File: config.mk
export PLATFORM = sky130hd
export DESIGN_NAME = sum_splitter
export DESIGN_NICKNAME = d
export VERILOG_FILES = /design/src/rtl/sum_split_pkg.sv /design/src/rtl/sum_splitter.sv
export SDC_FILE = /design/constraint.sdc
export NUM_CORES = 1
export LEC_CHECK = 0
export CORE_MARGIN = 4
export CORE_UTILIZATION = 42
export DETAILED_ROUTE_END_ITERATION = 10
export GPL_ROUTABILITY_DRIVEN = 0
export GPL_TIMING_DRIVEN = 0
export PLACE_DENSITY_LB_ADDON = 0.2
export SETUP_SLACK_MARGIN = 0.15
export SLEW_MARGIN = 20
export SYNTH_ARGS = -nofsm -noshare
export SYNTH_HDL_FRONTEND = slang
export SYNTH_SLANG_ARGS = --single-unit
File: constraint.sdc
create_clock -name clk -period 5.68 [get_ports clk]
set_input_delay 1.42 -clock clk [delete_from_list [all_inputs] [get_ports clk]]
set_output_delay 1.42 -clock clk [all_outputs]
set_load 0.005 [all_outputs]
File: src/rtl/sum_split_pkg.sv
// Shared definitions for the sum splitter.
//   state_e        : controller states (IDLE waits for a total, EMIT streams beats)
//   DEF_*          : default parameter values used by sum_splitter
package sum_split_pkg;

  typedef enum logic {
    IDLE = 1'b0,
    EMIT = 1'b1
  } state_e;

  localparam int unsigned DEF_WIDTH     = 32;
  localparam int unsigned DEF_CHUNK_MAX = 256;
  localparam int unsigned DEF_CNT_W     = 16;

endpackage

File: src/rtl/sum_splitter.sv
// sum_splitter: accepts one total per transaction and emits it as a stream of
// beats, each no larger than the per-transaction limit, whose sum equals the
// total. One transaction in flight; one idle cycle between transactions.
//
// Ports:
//   clk, reset          clock (rising edge) and asynchronous active-high reset
//   in_valid/in_ready   request handshake; in_ready is high only in IDLE
//   in_total            amount to split (sampled at accept only)
//   in_limit            max amount per beat; 0 selects CHUNK_MAX
//   out_valid/out_ready beat handshake
//   out_amt             amount of the current beat
//   out_last            current beat is the final one of the transaction
//   out_beat            0-based beat index, saturating
//   out_sum             sum of beats already accepted in this transaction
//   busy                transaction in progress
module sum_splitter
  import sum_split_pkg::*;
#(
  parameter int unsigned WIDTH     = DEF_WIDTH,
  parameter int unsigned CHUNK_MAX = DEF_CHUNK_MAX,
  parameter int unsigned CNT_W     = DEF_CNT_W
) (
  input  logic             clk,
  input  logic             reset,
  input  logic             in_valid,
  output logic             in_ready,
  input  logic [WIDTH-1:0] in_total,
  input  logic [WIDTH-1:0] in_limit,
  output logic             out_valid,
  input  logic             out_ready,
  output logic [WIDTH-1:0] out_amt,
  output logic             out_last,
  output logic [CNT_W-1:0] out_beat,
  output logic [WIDTH-1:0] out_sum,
  output logic             busy
);

  localparam logic [WIDTH-1:0] CHUNK_L = WIDTH'(CHUNK_MAX);

  state_e           state_q;
  logic [WIDTH-1:0] rem_q;
  logic [WIDTH-1:0] lim_q;
  logic [WIDTH-1:0] amt_q;
  logic             last_q;
  logic [CNT_W-1:0] beat_q;
  logic [WIDTH-1:0] sum_q;

  logic [WIDTH-1:0] lim_sel;
  logic [WIDTH-1:0] rem_d;
  logic [WIDTH-1:0] lim_d;
  logic [WIDTH-1:0] amt_d;
  logic             last_d;

  // The beat presented after the next edge is computed from the remaining
  // amount that will hold after that edge: the fresh total on accept, or the
  // current remaining minus the beat being transferred. This keeps out_amt
  // and out_last registered without a path from out_ready.
  always_comb begin
    lim_sel = (in_limit == '0) ? CHUNK_L : in_limit;
    if (state_q == IDLE) begin
      rem_d = in_total;
      lim_d = lim_sel;
    end else begin
      rem_d = rem_q - amt_q;
      lim_d = lim_q;
    end
    last_d = (rem_d <= lim_d);
    amt_d  = last_d ? rem_d : lim_d;
  end

  always_ff @(posedge clk or posedge reset) begin
    if (reset) begin
      state_q <= IDLE;
      rem_q   <= '0;
      lim_q   <= '0;
      amt_q   <= '0;
      last_q  <= 1'b0;
      beat_q  <= '0;
      sum_q   <= '0;
    end else begin
      unique case (state_q)
        IDLE: begin
          if (in_valid) begin
            rem_q   <= rem_d;
            lim_q   <= lim_d;
            amt_q   <= amt_d;
            last_q  <= last_d;
            beat_q  <= '0;
            sum_q   <= '0;
            state_q <= EMIT;
          end
        end
        EMIT: begin
          if (out_ready) begin
            rem_q <= rem_d;
            sum_q <= sum_q + amt_q;
            if (beat_q != '1) begin
              beat_q <= beat_q + CNT_W'(1);
            end
            if (last_q) begin
              amt_q   <= '0;
              last_q  <= 1'b0;
              state_q <= IDLE;
            end else begin
              amt_q  <= amt_d;
              last_q <= last_d;
            end
          end
        end
        default: state_q <= IDLE;
      endcase
    end
  end

  assign in_ready  = (state_q == IDLE);
  assign out_valid = (state_q == EMIT);
  assign busy      = (state_q != IDLE);
  assign out_amt   = amt_q;
  assign out_last  = last_q;
  assign out_beat  = beat_q;
  assign out_sum   = sum_q;

endmodule

* After elaboration in Yosys (flattened, before gate mapping)
Index checks and enable logic that the tools add are counted.
** Cells by class
- Add/sub/neg operators :: 3
- Order comparisons :: 1
- Eq/ne operators :: 4
- Multiplexer cells :: 26
- Bitwise gates (word level) :: 1
- Reductions and logical operators :: 4
** Operator list (count)
- 2-to-1 mux 32 bit :: 11
- one-hot mux 32 bit (2 select lines) :: 3
- 2-to-1 mux 16 bit :: 3
- adder 32 bit :: 1
- less-or-equal comparator 32 bit :: 1
- zero test 32 bit :: 1
- one-hot mux 16 bit (2 select lines) :: 1
- subtractor 32 bit :: 1
- adder 16 x 1 -> 16 bit, second input constant :: 1
- != test 16 bit, second input constant :: 1
- 2-to-1 mux 1 bit :: 6
- != test 2 bit, second input constant :: 2
- one-hot mux 1 bit (2 select lines) :: 2
- AND reduction 2 bit :: 2
- AND reduction 3 bit :: 1
- != test 2 x 1 -> 1 bit, second input constant :: 1
- inverter 1 bit :: 1
** Storage, ports and cells
- Flip-flop bits (word level) :: 146
- Input port bits :: 68
- Output and inout bits :: 84

* Logic depth before layout (Yosys ltp)
- Depth after elaboration :: 8
- Gate-level depth with buffers :: 25
- Gate-level depth less buffers :: 23

* Least setup slack after synthesis
No wires, ideal clock.
- Path kind :: register to register
- Start :: register amt_q[0], in the netlist out_amt[0]
- End :: register amt_q[0], in the netlist out_amt[0]
- Library setup time :: 0.121 ns
- Arrival :: 4.407 ns
- Data required time :: 5.559 ns
- Slack :: 1.152 ns
- Stages on the path, launching flop included :: 25
- Clock period less this slack :: 4.528 ns
- Path through :: dfrtp_1 ha_1 inv_1 fa_1 a21o_1 a311oi_4 o31ai_4 a21oi_1 o31a_1 o21ai_0 xor2_1 mux2i_1 inv_1 ha_1 a21o_1 a21o_1 a21oi_1 o21ai_0 a21oi_1 a31oi_1 a31o_2 clkbuf_1 clkbuf_1 mux2i_1 a22o_1
** On the way
- Word-level cells in the longest chain between the ends :: 7
- Elaborated cells on any way between the ends :: 8
- Classes of those cells :: add/sub: 1; order compare: 1; mux: 6
** RTL lines
- start, declared :: line sum_splitter.sv:43 : logic [WIDTH-1:0] amt_q;
- start signal, assigned :: line sum_splitter.sv:86 : amt_q <= amt_d;
- start signal, assigned :: line sum_splitter.sv:105 : amt_q <= amt_d;
- subtractor 32 bit (*) :: line sum_splitter.sv:64 : rem_d = rem_q - amt_q;
- 2-to-1 mux 32 bit (*) :: line sum_splitter.sv:60 : if (state_q == IDLE) begin
- via rem_d[20] :: line sum_splitter.sv:49 : logic [WIDTH-1:0] rem_d;
- less-or-equal comparator 32 bit (*) :: line sum_splitter.sv:67 : last_d = (rem_d <= lim_d);
- 2-to-1 mux 32 bit (*) :: line sum_splitter.sv:68 : amt_d = last_d ? rem_d : lim_d;
- 2-to-1 mux 32 bit :: line sum_splitter.sv:100 : if (last_q) begin
- 2-to-1 mux 32 bit :: line sum_splitter.sv:94 : if (out_ready) begin
- one-hot mux 32 bit (2 select lines) (*) :: line sum_splitter.sv:81 : unique case (state_q)
Mark *: on every way through the listed nets, which the timed path passes. The rest lies on a longest branch. The select of a mux whose other input is x is not followed.
A chain may end at the register's enable or synchronous reset.

* Final worst setup path
- Start :: register amt_q[0], in the netlist out_amt[0]
- End :: register amt_q[24], in the netlist out_amt[24]
Same word-level chain as after synthesis.

==> metrics <==
Final TNS setup 0 ns; Crit Path Class flip-flop to flip-flop; status completed; Worst Tran Pin Value between 0.9 and 1 ns; nets@finish 1600; largest cells by area after synthesis dfrtp_1 (34%), ha_1 (11%), nand2_1 (6.1%); syn nets 1425; Synth Flop Type dfrtp_1; number of global-route vias before repair between 10000 and 15000; CTS tree done; Worst Setup Start Kind flip-flop; crit path capture type flip-flop; Sink Count about 150; area delta synth->final 24.6%; final hold viol count 0; maximum fanout along the worst path 10; PortBufs 151; Sequential cell area ~3700 um2; Max Freq around 190 MHz; Mapped Cells around 1300; crit share post-route 0.939; worst skew pair latency 0.44 ns; Iter 0 DRT Violations 929; Detailed Routing Iterations Pass 1 7; Clock Path Buffers 2; die area roughly 28000 um2; Mapped Area between 10000 and 15000 um2; Slew headroom 0.393; H-tree Lvls 4; I/O pin count approximately 150; CP required about 6 ns; Setup-failing EPs final 0; number of enable flip-flop cells after synthesis 0; largest net degree at the start of global routing 93; Die Height about 170 um; Post-DP HPWL ~27 mm; GR Overflow Total 0; wire per inst 20.1 um; ANT nets after route 0; Placeable Area around 25000 um2; CP max-delay cell dfrtp_2; Final min period ~5.3 ns; Total Wirelength 35.7 mm; initial antenna violation count 0; Via density about 5.8; Total GRT Usage 0.249; worst-case clock skew 0.0143 ns; DR vias approximately 10000; RSZ-0062 raised after global routing true; DRC violations left 0; total CTS buffers 17; CP Cell Sequence ha_1 -> inv_1 -> fa_1 -> a21o_1 -> a311oi_4 -> o31ai_4 -> a221oi_4 -> o22ai_2 -> o21ai_1 -> xnor2_1 -> nand2_1 -> nand2_1 -> ha_1 -> nand4_1 -> nor4_4 -> a31oi_1 -> a31o_2 -> buf_2 -> clkbuf_4 -> and2_1 -> o32ai_1; Async S/R FF share, synth 1.00; Initial Utilization 0.428; Unique masters post-synth 70; WHS between 0.4 and 0.5 ns; CTS root buffer clkbuf_16; max incr delay on CP ~0.46 ns; Hold Crit Class flip-flop to flip-flop; Max-Cap Viols 0; fin. max-slew vios 0; Antenna diodes 0; CTS clk-pin slew, worst paths about 0.06 ns; multi-input logic area around 6700 um2; Yosys top cell area share 0.339; fillers approximately 2300; yosys warns 0; post-synth top area cell dfrtp_1; Post-Place Cells approximately 1700; row count 58; Worst EP arrival between 5 and 6 ns; layout cells sized above 1 0.0684; first-pass GRT wire length around 56 mm; part of the Yosys area used for sequential elements 0.339; Layout Cells excl Fill approximately 1800; flop and latch count out of synthesis around 150; Mean Syn Cell Area approximately 8.6 um2; die width 168 um
==> through the flow <==
stage / worst slack, ns / area, um2 / util
finish: 0.344 / 13400 / 0.533
global route: 0.107 / 13400 / 0.533
CTS: 0.184 / 13400 / 0.531
detailed placement: -0.646 / 12700 / 0.506
global placement: -2.08 / 12700 / 0.504
floorplan: 0.337 / 10800 / -
==> cells by family (layout without fill, tap and decap cells) <==
group                    after synthesis  in the layout  synth area share
AO/OA/AOI/OAI                        357            357             0.226
XOR/XNOR                              57             57            0.0463
adder cells (fa/ha/maj)               97             97             0.114
buffers and inverters                131            319            0.0469
flip-flops                           146            146             0.339
multiplexers                          51             51            0.0497
AND/OR/NAND/NOR                      421            421             0.178
==> synth_stat cells, types with 23 or more instances <==
cell type	n
ha_1	95
inv_1	75
a21o_1	46
dfrtp_1	146
a21oi_1	87
xor2_1	26
xnor2_1	31
nor2_1	105
nand2_1	175
mux2i_1	31
clkbuf_1	45
nand3_1	34
nand4_1	23
o21ai_0	65
==> cell usage in the layout (no fill, tap or decap), types with 5 or more instances in the layout <==
cell type,n
clkbuf_1,40
a22o_1,8
clkdlybuf4s50_1,151
o211ai_1,10
nand2b_1,7
buf_4,5
nor3_1,10
nor2_1,104
nand3b_1,8
clkbuf_16,17
xor2_1,26
inv_1,74
a31oi_1,7
nand2_1,175
a22oi_1,18
o221ai_1,6
mux2i_1,30
o21ai_0,63
nor4_1,7
ha_1,95
nor3b_1,7
o22ai_1,14
xnor2_1,31
nand4_1,23
and3_1,6
o21a_1,7
and2_1,7
nand3_1,34
a21o_1,46
nor2b_1,14
buf_1,6
dfrtp_1,144
o31ai_1,10
clkinv_4,5
a211o_1,10
a21oi_1,86
o21bai_1,6
mux2_2,20
a211oi_1,15
==> sequential cells by signal, summed over array words and instances, names as in the netlist <==
name      cells
busy          1
lim_q        32
out_amt      32
out_beat     16
out_last      1
out_sum      32
rem_q        32
==> final timing paths <==
kind | slack, ns | cells past startpoint | from | endpoint
setup / recovery | 0.34 | 21 | out_amt[0]$_DFFE_PP0P_ | out_amt[24]$_DFFE_PP0P_
hold / removal | 0.47 | 2 | lim_q[2]$_DFFE_PP0P_ | lim_q[2]$_DFFE_PP0P_
setup reg to reg | 0.34 | 21 | out_amt[0]$_DFFE_PP0P_ | out_amt[24]$_DFFE_PP0P_
hold reg to reg | 0.47 | 2 | lim_q[2]$_DFFE_PP0P_ | lim_q[2]$_DFFE_PP0P_
max in group asynchronous | 3.47 | 3 | reset | out_amt[0]$_DFFE_PP0P_
min in group asynchronous | 1.40 | 2 | reset | lim_q[5]$_DFFE_PP0P_
==> critical path: cells and delay by family (launching register included) <==
kind,cells,cell delay (ns)
adder cells (fa/ha/maj),3,0.89
AND/OR/NAND/NOR,5,0.94
flip-flops,1,0.46
buffers and inverters,3,0.52
XOR/XNOR,1,0.10
AO/OA/AOI/OAI,9,2.25
==> layout make-up <==
cell class	instances	area share
Buffer	56	0.0180
Clock buffer	18	0.0320
Clock inverter	14	0.0116
Inverter	75	0.0215
Multi-Input combinational cell	983	0.497
Sequential cell	146	0.272
Tap cell	330	0.0307
Timing Repair Buffer	156	0.117
==> metal layers <==
layer  track usage  wire length (um)
met1         0.344             16100
met2         0.393             15800
met3        0.0488              2540
met4        0.0850              1190
met5             0                 0
==> repair_timing <==
| action | CTS | global route |
|---|---|---|
| endpoints found under the setup margin | 32 | 32 |
| pin swaps | 0 | 3 |
| resized for setup | 15 | 15 |
| buffers inserted | 0 | 4 |
| hold buffers | 0 | 0 |
Power is not shown: default switching activity piles up to over one toggle a cycle in this logic, so the estimate is an artifact.
